**config.mk**
```make
export PLATFORM = sky130hd
export DESIGN_NAME = hazard_forward_unit
export DESIGN_NICKNAME = d
export VERILOG_FILES = /design/src/rtl/hazard_pkg.sv /design/src/rtl/hazard_src_match.sv /design/src/rtl/hazard_forward_unit.sv
export SDC_FILE = /design/constraint.sdc
export NUM_CORES = 1
export LEC_CHECK = 0
export ABC_AREA = 1
export BUFFER_PORTS_ARGS = -buffer_cell sky130_fd_sc_hd__clkbuf_2
export CAP_MARGIN = 20
export CORE_ASPECT_RATIO = 2
export CORE_MARGIN = 5
export CORE_UTILIZATION = 45
export CTS_BUF_LIST = sky130_fd_sc_hd__clkbuf_4 sky130_fd_sc_hd__clkbuf_8
export DETAILED_ROUTE_END_ITERATION = 8
export PLACE_DENSITY_LB_ADDON = 0.15
export REMOVE_ABC_BUFFERS = 1
export SYNTH_ARGS = -nofsm -noshare
export SYNTH_HDL_FRONTEND = slang
export SYNTH_HIERARCHICAL = 1
export SYNTH_SLANG_ARGS = --single-unit
```
**constraint.sdc**
```tcl
create_clock -name clk -period 9.3 [get_ports clk]
set_input_delay 0.93 -clock clk [delete_from_list [all_inputs] [get_ports clk]]
set_output_delay 0.93 -clock clk [all_outputs]
set_load 0.05 [all_outputs]
```
**src/rtl/hazard_pkg.sv**
```systemverilog
// Shared types and helpers for the hazard / forwarding controller.
// Exports: sb_entry_t, FWD_SEL_REGFILE, fwd_slot_to_sel().
package hazard_pkg;

    // Widest register address the scoreboard can hold.
    // Narrower addresses are zero-extended into it.
    localparam int SB_RD_W = 5;

    // Scoreboard entry. valid is set only for
    // instructions that actually write rd.
    typedef struct packed {
        logic               valid;
        logic [SB_RD_W-1:0] rd;
        logic               is_load;
    } sb_entry_t;

    localparam logic [2:0] FWD_SEL_REGFILE = 3'd0;

    // Next-cycle position p maps to select p+1.
    function automatic logic [2:0] fwd_slot_to_sel(
        input logic [1:0] p
    );
        return {1'b0, p} + 3'd1;
    endfunction

endpackage

```
**src/rtl/hazard_src_match.sv**
```systemverilog
// Youngest-first priority matcher of one source operand against
// the in-flight destinations. Ports: cand (E, S[0]..), src_en,
// src -> hit, p (next-cycle position), is_load of the first match.
module hazard_src_match
    import hazard_pkg::*;
#(
    parameter int N      = 2,
    parameter int REG_AW = 5
) (
    input  sb_entry_t [N-1:0]    cand,
    input  logic                 src_en,
    input  logic [REG_AW-1:0]    src,
    output logic                 hit,
    output logic [1:0]           p,
    output logic                 is_load
);

    logic [SB_RD_W-1:0] src_x;

    assign src_x = SB_RD_W'(src);

    always_comb begin
        hit     = 1'b0;
        p       = 2'd0;
        is_load = 1'b0;
        for (int i = 0; i < N; i++) begin
            if (!hit && src_en && cand[i].valid &&
                cand[i].rd != '0 && cand[i].rd == src_x) begin
                hit     = 1'b1;
                p       = 2'(i);
                is_load = cand[i].is_load;
            end
        end
    end

endmodule

```
**src/rtl/hazard_forward_unit.sv**
```systemverilog
// RAW bypass select, load-use stall and redirect flush controller.
// Ports: decode fields in, ex_redirect, res_data/regfile in;
// stall/bubble/flush, fwd_sel/fwd_data, saturating counters out.
module hazard_forward_unit
    import hazard_pkg::*;
#(
    parameter int XLEN      = 32,
    parameter int REG_AW    = 5,
    parameter int FWD_DEPTH = 2,
    parameter int LOAD_SLOT = 1,
    parameter int CNT_W     = 32
) (
    input  logic                      clk,
    input  logic                      reset,
    input  logic                      dec_valid,
    input  logic                      dec_rs1_en,
    input  logic                      dec_rs2_en,
    input  logic [REG_AW-1:0]         dec_rs1_addr,
    input  logic [REG_AW-1:0]         dec_rs2_addr,
    input  logic                      dec_rd_en,
    input  logic [REG_AW-1:0]         dec_rd_addr,
    input  logic                      dec_is_load,
    input  logic                      ex_redirect,
    input  logic [FWD_DEPTH*XLEN-1:0] res_data,
    input  logic [XLEN-1:0]           regfile_rs1,
    input  logic [XLEN-1:0]           regfile_rs2,
    output logic                      stall,
    output logic                      bubble,
    output logic                      flush_if_id,
    output logic                      flush_id_ex,
    output logic [XLEN-1:0]           fwd_data_a,
    output logic [XLEN-1:0]           fwd_data_b,
    output logic [2:0]                fwd_sel_a,
    output logic [2:0]                fwd_sel_b,
    output logic [CNT_W-1:0]          stall_count,
    output logic [CNT_W-1:0]          flush_count
);

    sb_entry_t                 e_q;
    sb_entry_t                 e_d;
    sb_entry_t [FWD_DEPTH-1:0] s_q;
    sb_entry_t [FWD_DEPTH-1:0] cand;

    logic       armed_q;
    logic       live;
    logic       issue;
    logic       hit_a, hit_b;
    logic       ld_a, ld_b;
    logic [1:0] p_a, p_b;
    logic       lu_a, lu_b;

    // The oldest slot is excluded: its value has
    // already reached the write-first register file.
    always_comb begin
        cand[0] = e_q;
        for (int k = 1; k < FWD_DEPTH; k++) begin
            cand[k] = s_q[k-1];
        end
    end

    hazard_src_match #(
        .N      (FWD_DEPTH),
        .REG_AW (REG_AW)
    ) u_match_a (
        .cand    (cand),
        .src_en  (dec_rs1_en),
        .src     (dec_rs1_addr),
        .hit     (hit_a),
        .p       (p_a),
        .is_load (ld_a)
    );

    hazard_src_match #(
        .N      (FWD_DEPTH),
        .REG_AW (REG_AW)
    ) u_match_b (
        .cand    (cand),
        .src_en  (dec_rs2_en),
        .src     (dec_rs2_addr),
        .hit     (hit_b),
        .p       (p_b),
        .is_load (ld_b)
    );

    // Only the youngest match counts, so a stall is
    // decided by that match alone.
    assign lu_a = hit_a && ld_a && ({1'b0, p_a} < 3'(LOAD_SLOT));
    assign lu_b = hit_b && ld_b && ({1'b0, p_b} < 3'(LOAD_SLOT));

    // Controls stay quiet during reset and the first
    // cycle after release.
    assign live        = armed_q && !reset;
    assign stall       = live && dec_valid && !ex_redirect &&
                         (lu_a || lu_b);
    assign bubble      = stall;
    assign flush_if_id = live && ex_redirect;
    assign flush_id_ex = live && ex_redirect;

    assign issue = dec_valid && !stall && !ex_redirect;

    always_comb begin
        e_d         = '0;
        e_d.valid   = issue && dec_rd_en;
        e_d.rd      = SB_RD_W'(dec_rd_addr);
        e_d.is_load = dec_is_load;
    end

    always_ff @(posedge clk or posedge reset) begin
        if (reset) begin
            e_q         <= '0;
            s_q         <= '0;
            armed_q     <= 1'b0;
            fwd_sel_a   <= FWD_SEL_REGFILE;
            fwd_sel_b   <= FWD_SEL_REGFILE;
            stall_count <= '0;
            flush_count <= '0;
        end else begin
            e_q     <= e_d;
            s_q[0]  <= e_q;
            for (int k = 1; k < FWD_DEPTH; k++) begin
                s_q[k] <= s_q[k-1];
            end
            armed_q <= 1'b1;

            fwd_sel_a <= (issue && hit_a) ? fwd_slot_to_sel(p_a)
                                          : FWD_SEL_REGFILE;
            fwd_sel_b <= (issue && hit_b) ? fwd_slot_to_sel(p_b)
                                          : FWD_SEL_REGFILE;

            if (stall && stall_count != '1) begin
                stall_count <= stall_count + 1'b1;
            end
            if (flush_if_id && flush_count != '1) begin
                flush_count <= flush_count + 1'b1;
            end
        end
    end

    always_comb begin
        fwd_data_a = regfile_rs1;
        fwd_data_b = regfile_rs2;
        for (int k = 0; k < FWD_DEPTH; k++) begin
            if (fwd_sel_a == 3'(k + 1)) begin
                fwd_data_a = res_data[k*XLEN +: XLEN];
            end
            if (fwd_sel_b == 3'(k + 1)) begin
                fwd_data_b = res_data[k*XLEN +: XLEN];
            end
        end
    end

endmodule

```
==> impl_results.md <==
* GPL Wtd Cong at 0.9607
* Drt wl/cell at 15.25 um
* Largest net degree at the start of global routing at 65
* IO Count at 289
* Peak supply drop at 0.09572 mV
* Fin crit share at 0.4016
* CTS Buffer Depth at 2
* Syn Inst Count at 1177
* Iteration count of the initial detailed-routing pass at 5
* Dpl hpwl at 20.66 mm
* Worst Hold Margin at 438.0 ps
* DIE AREA at 18280 um2
* Multiplexer area fraction after synthesis at 0
* Initial antenna violation count at 8
* Row count at 64
* Synth cell count leaders: 457 x nand2_1, 152 x inv_1, 138 x o21ai_0
* Area of the mapped netlist at 6990 um2
* H-tree Lvls at 3
* GRT Util Overall at 0.2691
* Max-cap violations at 0
* Slew HR at 0.3209
* CP endpoint kind: primary output
* Top layer reached by signal wires: met5
* Avg Inst Size Synth at 5.939 um2
* Top-count cell post-synth: nand2_1
* Post-synth EDFFs at 0
* PortBufs at 288
* Synth Warn # at 6
* Final hold viol count at 0
* Vias per cell at 4.973
* Layout cells sized above 1 at 0.2462
* Slew @ Worst Pin at 1015 ps
* Initial DRC count at 273
* Routed wl met3 at 2.088 mm
* Worst Skew at 15.62 ps
* Yosys cell types at 31
* Synth-to-layout area growth at 25.86%
* WS Path Type: primary input to primary output
* PD cells at 109.2 nW/um2
* CP Launch Type: primary input
* Synth area leaders: dfrtp_1 30%, nand2_1 25%, o21ai_0 9.9%
* Final setup vio count at 0
* Met1 wire length at 8.314 mm
* Synth Area in Simple Gates at 0.4351
* Starting density of the core at 0.4571
* Grt ovf at 0
* Clock sink total at 85
* Met2 routed WL at 13.09 mm
* Status: completed
* Hold WC Path Type: flop to flop
* Synth Area in XOR/XNOR at 0.02631
* Yosys top cell area share at 0.3043
* Cts hold-fix bufs at 0
* First-pass GRT wire length at 39.06 mm
* Fin crit period at 3735 ps
* Setup TNS at 0 ps
* Core box area at 15290 um2
* Reg clk slew, reported paths at 80 ps
* Critical path required time at 8370 ps
* # resized after CTS at 0
* Worst skew pair latency at 380 ps
* Post-synthesis adder-cell area fraction at 0.01074
* Nets at 1598
* Post-CTS setup buffer count at 0
* Achievable Freq at 267.7 MHz
* Die H at 186.3 um
* Vias in the first global route at 7732
* Final max-slew violation count at 0
* Final wirelength at 25.09 mm
* Synth area leader: dfrtp_1
* Routed Antenna Nets at 0
* Unrepaired setup endpoints after global routing: no
* Fill count at 1630
* CP Data Arrival Time at 2800 ps
* CTS buffer count at 9
* Main combinational cell family by area after synthesis: simple AND/OR/NAND/NOR gates
* CTS tree: built
* Crit path max fanout at 8
* Residual DRC at 0
* Async set-reset flop share out of synthesis at 1.000
* Commonest register cell after synthesis: dfrtp_1
* Via count at 8180
* Seq/Total Area, Yosys at 0.3043
* DIE WIDTH at 98.13 um
* Area fraction in compound gates after synthesis at 0.1063
* CTS root buf: clkbuf_8
* Number of synthesized register bits at 85
* Static Leak at 4.936 nW
-- logic make-up after synthesis --
group / after synthesis
xor gates and xnor gates: 21
DFF: 85
and+or+nand+nor: 716
other: 3
adders and majority gates: 6
buffers and inverters: 198
AOI/OAI and AO/OA: 148
-- per-stage QoR --
step                        util  power [mW]  worst slack [ps]  std cells  area (um2)
after floorplan                -      0.5398              4419       1138        6779
after global placement    0.5562      0.6161              5629       1627        8507
after detailed placement  0.5562      0.6178              5579       1627        8507
after CTS                 0.5738      0.9721              5560       1643        8776
after global routing      0.5751       1.009              5394       1644        8796
final                     0.5753      0.9612              5565       1645        8798
-- sequential cells by signal, summed over array words and instances (netlist names) --
| signal | cells |
|---|---|
| armed_q | 1 |
| cand | 14 |
| flush_count | 32 |
| fwd_sel_a | 3 |
| fwd_sel_b | 3 |
| stall_count | 32 |
-- report_power, final --
group | internal (mW) | switching (mW)
combinational | 0.0619 | 0.152
sequential | 0.379 | 0.0163
clock | 0.207 | 0.145
total | 0.648 | 0.313
-- worst paths after layout --
path	end	from	cells after the start	slack, ps
max	stall	dec_rs2_addr[2]	15	5570
min	cand[13]$_DFF_PP0_	cand[6]$_DFF_PP0_	0	440
max reg2reg	stall_count[0]$_DFFE_PP0P_	cand[12]$_DFF_PP0_	17	6780
min reg2reg	cand[13]$_DFF_PP0_	cand[6]$_DFF_PP0_	0	440
max in group asynchronous	stall_count[27]$_DFFE_PP0P_	reset	3	7610
min in group asynchronous	stall_count[7]$_DFFE_PP0P_	reset	2	540
-- worst max-delay path, stage by stage --
cell      delay, ps
clkbuf_2        110
inv_2            40
nand2_1          50
nand2_1          50
nor2_1          170
nand3_1         140
nor2_2          120
and2_1          180
inv_1            50
ha_1            190
nand3_1          80
nand2_1          80
nand2_1         190
inv_2           160
clkbuf_2        270
-- area by class of cell --
| cell class | count | area (um2) | area share |
|---|---|---|---|
| multi-input combinational | 894 | 4070 | 0.4626 |
| sequential | 85 | 2127 | 0.2418 |
| timing repair buffer | 292 | 1484 | 0.1687 |
| inverter | 159 | 598.1 | 0.06798 |
| tap | 198 | 247.7 | 0.02816 |
| clock inverter | 7 | 145.1 | 0.01650 |
| clock buffer | 9 | 123.9 | 0.01408 |
| antenna | 1 | 2.502 | 0.0002844 |
-- placed cells by master, fill, tap and decap left out, types with 2 or more instances in the layout --
cell	Yosys	layout
nand2_1	457	455
clkbuf_2	0	288
inv_1	152	151
o21ai_0	138	138
nor2_1	125	125
dfrtp_1	85	85
nand3_1	57	55
nand4_1	23	23
nor2_2	13	13
xor2_1	13	13
nand2_2	10	12
nand3b_1	11	11
clkbuf_8	0	9
xnor2_1	8	8
inv_2	7	7
a21oi_1	7	7
nor2_4	6	6
ha_1	6	6
nand3_2	2	4
bufinv_16	0	4
nor3_1	3	3
and2_1	3	3
conb_1	3	3
buf_4	6	3
nand2_4	2	2
o21ai_1	2	2
-- layer usage --
| metal | up-vias | GRT usage |
|---|---|---|
| met5 | - | 0 |
| met4 | 14 | 0.1592 |
| met3 | 92 | 0.07876 |
| met2 | 315 | 0.5106 |
| met1 | 3596 | 0.2521 |
| li1 | 4163 | - |
No activity file was read; power rests on OpenSTA's default activity.
